===== src/rtl/ram_port_arbiter_if.sv =====
// One master-side RAM access port: request/qualifiers from the master, ack/read data back.
interface ram_port_arbiter_if #(
  parameter int ADDR_W = 8,
  parameter int DATA_W = 8
);
  logic              req;
  logic              we;
  logic [ADDR_W-1:0] addr;
  logic [DATA_W-1:0] wdata;
  logic              ack;
  logic [DATA_W-1:0] rdata;

  modport master (output req, we, addr, wdata, input  ack, rdata);
  modport slave  (input  req, we, addr, wdata, output ack, rdata);
endinterface


===== src/rtl/ram_port_arbiter.sv =====
// Round-robin arbiter granting one RAM to two masters, with a sequenced zero-fill sweep.
module ram_port_arbiter #(
  parameter int ADDR_W = 8,
  parameter int DATA_W = 8
) (
  input  logic              clk,
  input  logic              rst,
  ram_port_arbiter_if.slave m0,
  ram_port_arbiter_if.slave m1,
  input  logic              clr_start,
  output logic              clr_busy,
  output logic              clr_done,
  output logic              ram_read,
  output logic              ram_write,
  output logic [ADDR_W-1:0] ram_addr,
  output logic [DATA_W-1:0] ram_wdata,
  input  logic [DATA_W-1:0] ram_rdata
);

  typedef enum logic [1:0] {StIdle, StAccess, StResp, StClear} state_e;

  localparam logic [ADDR_W-1:0] LastAddr = '1;

  state_e            state_q;
  logic              grant_q;
  logic              last_grant_q;
  logic              clr_pend_q;
  logic [1:0]        ack_q;
  logic [DATA_W-1:0] rdata0_q;
  logic [DATA_W-1:0] rdata1_q;

  logic              pick;
  logic              sel_we;
  logic [ADDR_W-1:0] sel_addr;
  logic [DATA_W-1:0] sel_wdata;

  // Only contention consults last_grant; a lone requester simply wins.
  always_comb begin
    pick      = (m0.req && m1.req) ? ~last_grant_q : m1.req;
    sel_we    = pick ? m1.we    : m0.we;
    sel_addr  = pick ? m1.addr  : m0.addr;
    sel_wdata = pick ? m1.wdata : m0.wdata;
  end

  assign m0.ack   = ack_q[0];
  assign m1.ack   = ack_q[1];
  assign m0.rdata = rdata0_q;
  assign m1.rdata = rdata1_q;

  // ram_addr doubles as the sweep counter while in StClear.
  always_ff @(posedge clk or posedge rst) begin
    if (rst) begin
      state_q      <= StIdle;
      grant_q      <= 1'b0;
      last_grant_q <= 1'b1;
      clr_pend_q   <= 1'b0;
      ack_q        <= '0;
      rdata0_q     <= '0;
      rdata1_q     <= '0;
      clr_busy     <= 1'b0;
      clr_done     <= 1'b0;
      ram_read     <= 1'b0;
      ram_write    <= 1'b0;
      ram_addr     <= '0;
      ram_wdata    <= '0;
    end else begin
      clr_done <= 1'b0;
      ack_q    <= '0;
      if (clr_start && state_q != StClear) clr_pend_q <= 1'b1;
      unique case (state_q)
        StIdle: begin
          if (clr_pend_q || clr_start) begin
            state_q    <= StClear;
            clr_pend_q <= 1'b0;
            clr_busy   <= 1'b1;
            ram_write  <= 1'b1;
            ram_addr   <= '0;
            ram_wdata  <= '0;
          end else if (m0.req || m1.req) begin
            state_q   <= StAccess;
            grant_q   <= pick;
            if (m0.req && m1.req) last_grant_q <= pick;
            ram_read  <= ~sel_we;
            ram_write <= sel_we;
            ram_addr  <= sel_addr;
            ram_wdata <= sel_we ? sel_wdata : '0;
          end
        end
        StAccess: begin
          if (ram_read) begin
            if (grant_q) rdata1_q <= ram_rdata;
            else         rdata0_q <= ram_rdata;
          end
          ack_q     <= grant_q ? 2'b10 : 2'b01;
          ram_read  <= 1'b0;
          ram_write <= 1'b0;
          ram_addr  <= '0;
          ram_wdata <= '0;
          state_q   <= StResp;
        end
        StResp: state_q <= StIdle;
        StClear: begin
          if (ram_addr == LastAddr) begin
            state_q   <= StIdle;
            clr_busy  <= 1'b0;
            clr_done  <= 1'b1;
            ram_write <= 1'b0;
            ram_addr  <= '0;
          end else begin
            ram_addr <= ram_addr + ADDR_W'(1);
          end
        end
        default: state_q <= StIdle;
      endcase
    end
  end

endmodule


===== src/flat_wrapper.sv =====
// flat-port wrapper written by rule: the top's interface ports become plain ports
module ram_port_arbiter_flat 
#(
  parameter int ADDR_W = 8,
  parameter int DATA_W = 8
)
  (clk, rst, clr_start, clr_busy, clr_done, ram_read, ram_write, ram_addr, ram_wdata, ram_rdata, m0_req, m0_we, m0_addr, m0_wdata, m0_ack, m0_rdata, m1_req, m1_we, m1_addr, m1_wdata, m1_ack, m1_rdata);
  ram_port_arbiter_if #(.ADDR_W(ADDR_W), .DATA_W(DATA_W)) m0_i ();
  ram_port_arbiter_if #(.ADDR_W(ADDR_W), .DATA_W(DATA_W)) m1_i ();
  input  logic clk;
  input  logic rst;
  input  logic clr_start;
  output logic clr_busy;
  output logic clr_done;
  output logic ram_read;
  output logic ram_write;
  output logic [ADDR_W-1:0] ram_addr;
  output logic [DATA_W-1:0] ram_wdata;
  input  logic [DATA_W-1:0] ram_rdata;
  input wire logic [$bits(m0_i.req)-1:0] m0_req;
  input wire logic [$bits(m0_i.we)-1:0] m0_we;
  input wire logic [$bits(m0_i.addr)-1:0] m0_addr;
  input wire logic [$bits(m0_i.wdata)-1:0] m0_wdata;
  output wire logic [$bits(m0_i.ack)-1:0] m0_ack;
  output wire logic [$bits(m0_i.rdata)-1:0] m0_rdata;
  input wire logic [$bits(m1_i.req)-1:0] m1_req;
  input wire logic [$bits(m1_i.we)-1:0] m1_we;
  input wire logic [$bits(m1_i.addr)-1:0] m1_addr;
  input wire logic [$bits(m1_i.wdata)-1:0] m1_wdata;
  output wire logic [$bits(m1_i.ack)-1:0] m1_ack;
  output wire logic [$bits(m1_i.rdata)-1:0] m1_rdata;
  assign m0_i.req = m0_req;
  assign m0_i.we = m0_we;
  assign m0_i.addr = m0_addr;
  assign m0_i.wdata = m0_wdata;
  assign m0_ack = m0_i.ack;
  assign m0_rdata = m0_i.rdata;
  assign m1_i.req = m1_req;
  assign m1_i.we = m1_we;
  assign m1_i.addr = m1_addr;
  assign m1_i.wdata = m1_wdata;
  assign m1_ack = m1_i.ack;
  assign m1_rdata = m1_i.rdata;
  ram_port_arbiter #(.ADDR_W(ADDR_W), .DATA_W(DATA_W)) u_core (.clk(clk), .rst(rst), .m0(m0_i), .m1(m1_i), .clr_start(clr_start), .clr_busy(clr_busy), .clr_done(clr_done), .ram_read(ram_read), .ram_write(ram_write), .ram_addr(ram_addr), .ram_wdata(ram_wdata), .ram_rdata(ram_rdata));
endmodule

===== config.mk =====
export PLATFORM = sky130hd
export DESIGN_NAME = ram_port_arbiter_flat
export DESIGN_NICKNAME = d
export VERILOG_FILES = /design/src/rtl/ram_port_arbiter_if.sv /design/src/rtl/ram_port_arbiter.sv /design/src/flat_wrapper.sv
export SDC_FILE = /design/constraint.sdc
export NUM_CORES = 1
export LEC_CHECK = 0
export CORE_MARGIN = 2
export CORE_UTILIZATION = 43
export DETAILED_ROUTE_END_ITERATION = 7
export PLACE_DENSITY = 0.8
export SYNTH_ARGS = -nofsm -noshare
export SYNTH_HDL_FRONTEND = slang
export SYNTH_SLANG_ARGS = --single-unit

===== constraint.sdc =====
create_clock -name clk -period 2.1 [get_ports clk]
set_clock_uncertainty 0.15 [all_clocks]
set_input_delay 0.21 -clock clk [delete_from_list [all_inputs] [get_ports clk]]
set_output_delay 0.21 -clock clk [all_outputs]
set_load 0.05 [all_outputs]

==> results of run 1 <==
-- layer usage --
| layer | global-route usage, % | share of wire, % |
|---|---|---|
| met1 | 26.28 | 43 |
| met2 | 33.93 | 51 |
| met3 | 4.938 | 4.9 |
| met4 | 6.667 | 1.0 |
| met5 | 0 | 0 |
-- through the flow --
step / setup slack (ns) / cells / hold slack (ns)
after floorplan: 0.07339 / 177 / 0.1882
after global placement: 0.1455 / 318 / 0.3170
after detailed placement: 0.1113 / 318 / 0.3249
after CTS: 0.1052 / 326 / 0.06995
after global routing: 0.05989 / 326 / 0.09538
final: 0.1146 / 326 / 0.05979
-- final cells by class --
cell class | count | area [µm²]
Fill cell | 391 | 1535
Sequential cell | 43 | 1077
Timing Repair Buffer | 95 | 948.4
Multi-Input combinational cell | 123 | 919.6
Clock buffer | 6 | 72.57
Tap cell | 54 | 67.56
Clock inverter | 2 | 60.06
Inverter | 3 | 11.26
-- placed cells by master (no fill, tap or decap), types with 2 or more instances in the layout --
cell type / n
and3_1: 3
buf_4: 9
nand2_1: 12
o21ai_1: 10
buf_12: 2
a21oi_1: 3
dfrtp_1: 42
inv_1: 2
clkbuf_8: 5
mux2_1: 17
o32ai_1: 3
o21ai_0: 8
nand3_1: 5
mux2i_1: 16
or3_1: 2
nor3_1: 3
bufinv_16: 2
clkdlybuf4s50_1: 84
a22o_1: 7
o22ai_1: 2
o21a_1: 2
nor2_1: 6
-- state kept, by name, summed over array words and instances (netlist names) --
name / cells
u_core.ram_read: 1
u_core.ram_write: 1
u_core.ram_addr: 8
u_core.clr_busy: 1
u_core.last_grant_q: 1
u_core.grant_q: 1
u_core.m1.rdata: 8
u_core.m0.rdata: 8
u_core.clr_done: 1
u_core.state_q: 2
u_core.ack_q: 2
u_core.ram_wdata: 8
u_core.clr_pend_q: 1
-- worst register-to-register path: stages (launching register included) --
cell	delay (ns)
dfrtp_1	0.47
ha_1	0.25
nand4_1	0.19
o21bai_2	0.37
o22ai_1	0.11
a22o_1	0.24
-- where the power goes --
group          leakage, nW  internal [W]  switching, W
clock network       0.0654      0.000475      0.000271
registers            0.548       0.00114      0.000288
logic                0.734      0.000917       0.00148
-- worst paths after layout --
path	from	to	slack (ns)
max reg2reg	u_core.ram_addr[0]	u_core.ram_addr[7]	0.21
min in group clk	u_core.m0.rdata[3]	u_core.m0.rdata[3]	0.34
max	u_core.ram_addr[2]	ram_addr[2]	0.11
min reg2reg	u_core.m0.rdata[3]	u_core.m0.rdata[3]	0.34
min	rst	u_core.state_q[0]	0.06
max in group asynchronous	rst	u_core.ram_addr[7]	1.27
-- cells by family after synthesis --
group,synth area share [%]
xor gates and xnor gates,0.4230
DFF,52.02
muxes,16.98
AOI/OAI and AO/OA,14.50
adders and majority gates,0.6041
and+or+nand+nor,11.90
buffers and inverters,3.564
==> results.md, run 1 <==
- Drt total wl: 4894 µm
- Clk_lat worst skew: 0.29 ns
- Crit path largest cell delay: 0.86 ns
- Slew Viols, Final: 0
- Top-count cell post-synth: dfrtp_1
- Overall routing resource usage: 20.42%
- CP Buf/Inv Count: 1
- Total power: 0.004568 W
- Hold_buf cts: 0
- Mean Syn Cell Area: 11.70 µm²
- CTS resizes: 0
- CP required: 1.74 ns
- Max-slew headroom: 65.53%
- Hold/Removal Path Class: in -> async
- Post-route ant nets: 0
- Main synth FF type: dfrtp_1
- Post-route design area: 3157 µm²
- Drt drc: 0
- Synth Register Bits: 43
- Die Wd: 73.40 µm
- Pre-antenna DRT Iters: 5
- Antenna violations before repair: 0
- First-pass GRT wire length: 8369 µm
- Max VDD drop: 0.0006899 V
- Bufs on Longest Clock Path: 2
- Core box area: 4692 µm²
- Area share of the largest cell type after synthesis: 50.76%
- Initial core utilization: 44.13%
- Worst-path fanout max: 8
- Cell variety after synth: 47
- Setup bufs post-CTS: 0
- CTS tree: done
- Diode count: 0
- Top area cells in the synthesized netlist: dfrtp_1 (51%), mux2_1 (9.2%), mux2i_1 (7.7%), a22o_1 (3.0%), o21ai_1 (2.4%)
- CTS buffer count: 5
- I/O Buffers: 84
- Grt total ovfl: 0
- Via count: 1,716
- WP depth: 1
- Crit path time final: 1.985 ns
- Root Driver: clkbuf_8
- Row Count: 25
- Startpoint type of the worst setup path: flip-flop
- Area grow syn2layout: 52.45%
- Pin count of the biggest net entering global routing: 20
- Fin. Hold Viols: 0
- Placed instance area: 3024 µm²
- Final Setup Violations: 0
- EDFF count, synth: 0
- Ys async rst share: 100.0%
- Worst Setup End Kind: primary output
- WL per Instance: 15.01 µm
- Syn Std Cell Area: 2071 µm²
- Net count after synthesis: 225
- Count of boundary I/O pins: 85
- Top post-synthesis cells by count: dfrtp_1 (42), mux2_1 (17), mux2i_1 (16), nand2_1 (12), o21ai_1 (10)
- Clock slew at reported path FFs: 0.08 ns
- Crit-path cells: clkdlybuf4s50_1
- Fmax: 0.5037 GHz
- Critical Path AT: 1.63 ns
- Total Die Area: 5387 µm²
- Synth Instances: 177
- Worst R2R Path Depth: 5
- Die height: 73.40 µm
- Layout cells sized above 1: 9.926%
- Vias in the first global route: 1,714
- Clock sinks: 43
- Iter 0 DRT Violations: 83
- GP Congestion: 0.8547
- PD cells: 1447 nW/µm²
- Final Cycle Share: 94.54%
- Setup CP Type: reg -> out
- Seq/Total Area, Yosys: 52.02%
- Cell family with most CP delay: buffers and inverters
- Setup TNS: 0 ns
- Post-DP HPWL: 3670 µm
- H-tree Lvls: 2
- CP max-delay cell: clkdlybuf4s50_1
- Worst slew pin tran: 0.5154 ns
- Via density: 5.264
- # nets final: 319
- MaxCap Viol Count: 0
- Final core occ: 67.28%
- Total of warnings raised by yosys: 0
- Leakage Power: 1.347 nW
- Status: complete, no violations
- Synth area leader: dfrtp_1
- Unrepaired setup endpoints after global routing: false
(Power assumes the default switching activity.)
==> run 2: changes to the inputs <==
--- a/config.mk
+++ b/config.mk
@@ -5,10 +5,12 @@
 export SDC_FILE = /design/constraint.sdc
 export NUM_CORES = 1
 export LEC_CHECK = 0
+export ABC_AREA = 1
 export CORE_MARGIN = 2
-export CORE_UTILIZATION = 43
+export CORE_UTILIZATION = 44
 export DETAILED_ROUTE_END_ITERATION = 7
 export PLACE_DENSITY = 0.8
+export SLEW_MARGIN = 15
 export SYNTH_ARGS = -nofsm -noshare
 export SYNTH_HDL_FRONTEND = slang
 export SYNTH_SLANG_ARGS = --single-unit
==> run 2 against run 1 <==
Against the previous run:
- global-route usage shrank 0.23 points
- first-iteration DRC count grew 100%
- highest routed layer unchanged
- sequential share of layout area down 1.5 points
- total power decreased by 67%
- fmax is 2.3% lower
- critical path depth is the same
- die area grew 7.1%
- non-clock buffer count is 5 lower
==> results.md, run 2 <==
- Status: complete, no violations
- Main synth FF type: dfrtp_1
- Max-slew headroom: 52.86%
- First-pass GRT wire length: 9508 µm
- EDFF count, synth: 0
- Final core occ: 65.38%
- Syn Std Cell Area: 2278 µm²
- Top-count cell post-synth: nand2_1
- Filler cell count: 425
- Crit path largest cell delay: 0.88 ns
- CP Buf/Inv Count: 1
- Fmax: 0.4921 GHz
- Leakage Power: 1.625 nW
- Setup WS pre-CTS: 0.2305 ns
- Synth area leader: dfrtp_1
- Setup bufs post-CTS: 0
- Slew Viols, Final: 0
- CTS resizes: 0
- Hold_buf cts: 0
- Worst slew pin tran: 0.7028 ns
- # nets final: 433
- Drt total wl: 5647 µm
- CP required: 1.74 ns
- Cell family with most CP delay: buffers and inverters
- Diode count: 0
- Iter 0 DRT Violations: 166
- Fin. Hold Viols: 0
- Seq/Total Area, Yosys: 47.28%
- Layout cells sized above 1: 13.21%
- R2R Setup Slk: 0.46 ns
- Cell variety after synth: 22
- Antenna violations before repair: 0
- Drt drc: 0
- Final Setup Violations: 0
- Total power: 0.001519 W
- Pin count of the biggest net entering global routing: 28
- Mean Syn Cell Area: 7.750 µm²
- Top post-synthesis cells by count: nand2_1 (110), dfrtp_1 (42), inv_1 (33), nor2_1 (22)
- Post-route ant nets: 0
- Initial core utilization: 45.19%
- Startpoint type of the worst setup path: flip-flop
- Setup CP Type: reg -> out
- Die height: 75.96 µm
- Clk_lat worst skew: 0.30 ns
- Critical Path AT: 1.67 ns
- CP max-delay cell: clkdlybuf4s50_1
- Core box area: 5042 µm²
- Root Driver: clkbuf_8
- WL per Instance: 12.38 µm
- Commonest non-fill, non-tap cells in the layout: nand2_1 (110), clkdlybuf4s50_1 (84), dfrtp_1 (42)
- Total of warnings raised by yosys: 0
- Synth Register Bits: 43
- H-tree Lvls: 2
- Crit path time final: 2.032 ns
- Clock sinks: 43
- Top area cells in the synthesized netlist: dfrtp_1 (46%), nand2_1 (18%), o21ai_2 (6.2%), inv_1 (5.4%), nor2_1 (3.6%)
- PD cells: 460.8 nW/µm²
- Total Die Area: 5770 µm²
- Grt total ovfl: 0
- Via count: 2,153
- Via density: 4.721
- Worst-path fanout max: 4
- Area share of the largest cell type after synthesis: 46.13%
- Final worst slack: 0.06780 ns
- Net count after synthesis: 342
- Pre-antenna DRT Iters: 4
- Bufs on Longest Clock Path: 2
- Max VDD drop: 0.0003298 V
- CTS tree: done
- Area grow syn2layout: 44.70%
- Clock slew at reported path FFs: 0.08 ns
- Row Count: 26
- Commonest non-fill, non-tap cell in the layout: nand2_1
- Setup TNS: 0 ns
- Final Cycle Share: 96.77%
- Ys async rst share: 100.0%
- Overall routing resource usage: 20.19%
- MaxCap Viol Count: 0
- Synth Instances: 294
- Post-DP HPWL: 4329 µm
- Vias in the first global route: 2,107
- Die Wd: 75.96 µm
- Hold/Removal Path Class: in -> async
- I/O Buffers: 84
- Count of boundary I/O pins: 85
- GP Congestion: 0.8122
- Worst Setup End Kind: primary output
- Crit-path cells: clkdlybuf4s50_1
- Unrepaired setup endpoints after global routing: false
- CTS buffer count: 5
-- run 2: changes by cell type after synthesis, sizes merged, moves of 6 or more --
| cell | delta |
|---|---|
| mux2i | -16 |
| nand2 | +105 |
| nand3 | +11 |
| a22o | -7 |
| mux2 | -17 |
| inv | +34 |
| nor2 | +23 |
| a21oi | +6 |
| o21ai | +9 |
-- run 2: worst paths after layout --
kind                                      from                   to  depth (start not counted)
setup / recovery               u_core.ram_read             ram_read                          1
hold / removal                             rst  u_core.ram_wdata[3]                          2
setup reg to reg           u_core.last_grant_q   u_core.ram_addr[5]                          7
hold reg to reg            u_core.ram_wdata[2]  u_core.ram_wdata[2]                          2
max in group asynchronous                  rst    u_core.clr_pend_q                          3
min in group clk           u_core.ram_wdata[2]  u_core.ram_wdata[2]                          2
-- run 2: cell type report --
cell class	count	area, µm²	share of cell area [%]
sequential	43	1077	32.68
multi-input combinational	208	1010	30.63
timing repair buffer	90	898.4	27.25
inverter	37	138.9	4.213
tap	70	87.58	2.657
clock buffer	6	72.57	2.201
clock inverter	2	12.51	0.3795
-- run 2: kinds of logic (layout without fill, tap and decap cells) --
group	after synthesis	after routing	share of synthesized area (%)
simple gates	168	168	32.24
flops	43	43	47.28
buf+inv	43	135	8.402
compound gates	39	39	11.53
fa+ha+maj	1	1	0.5491
-- run 2: metrics by stage --
step	area, µm²	std cells	hold slack (ns)
floorplan	2278	294	0.2092
global placement	3212	448	0.3159
detailed placement	3212	448	0.3192
CTS	3297	456	0.1194
global route	3297	456	0.1444
finish	3297	456	0.1069
-- run 2: per-layer routing --
metal	vias to the layer above	wire (µm)	GRT usage (%)
met4	0	95	8.182
met1	984	2424	25.17
met5	-	0	0
met3	10	336	4.167
met2	69	2790	34.38
li1	1090	-	-
-- run 2: power breakdown --
group | switching, W | internal, W
Combinational | 0.0000672 | 0.0000955
Clock | 0.000297 | 0.000233
Sequential | 0.0000000000000676 | 0.000827
Total | 0.000364 | 0.00116
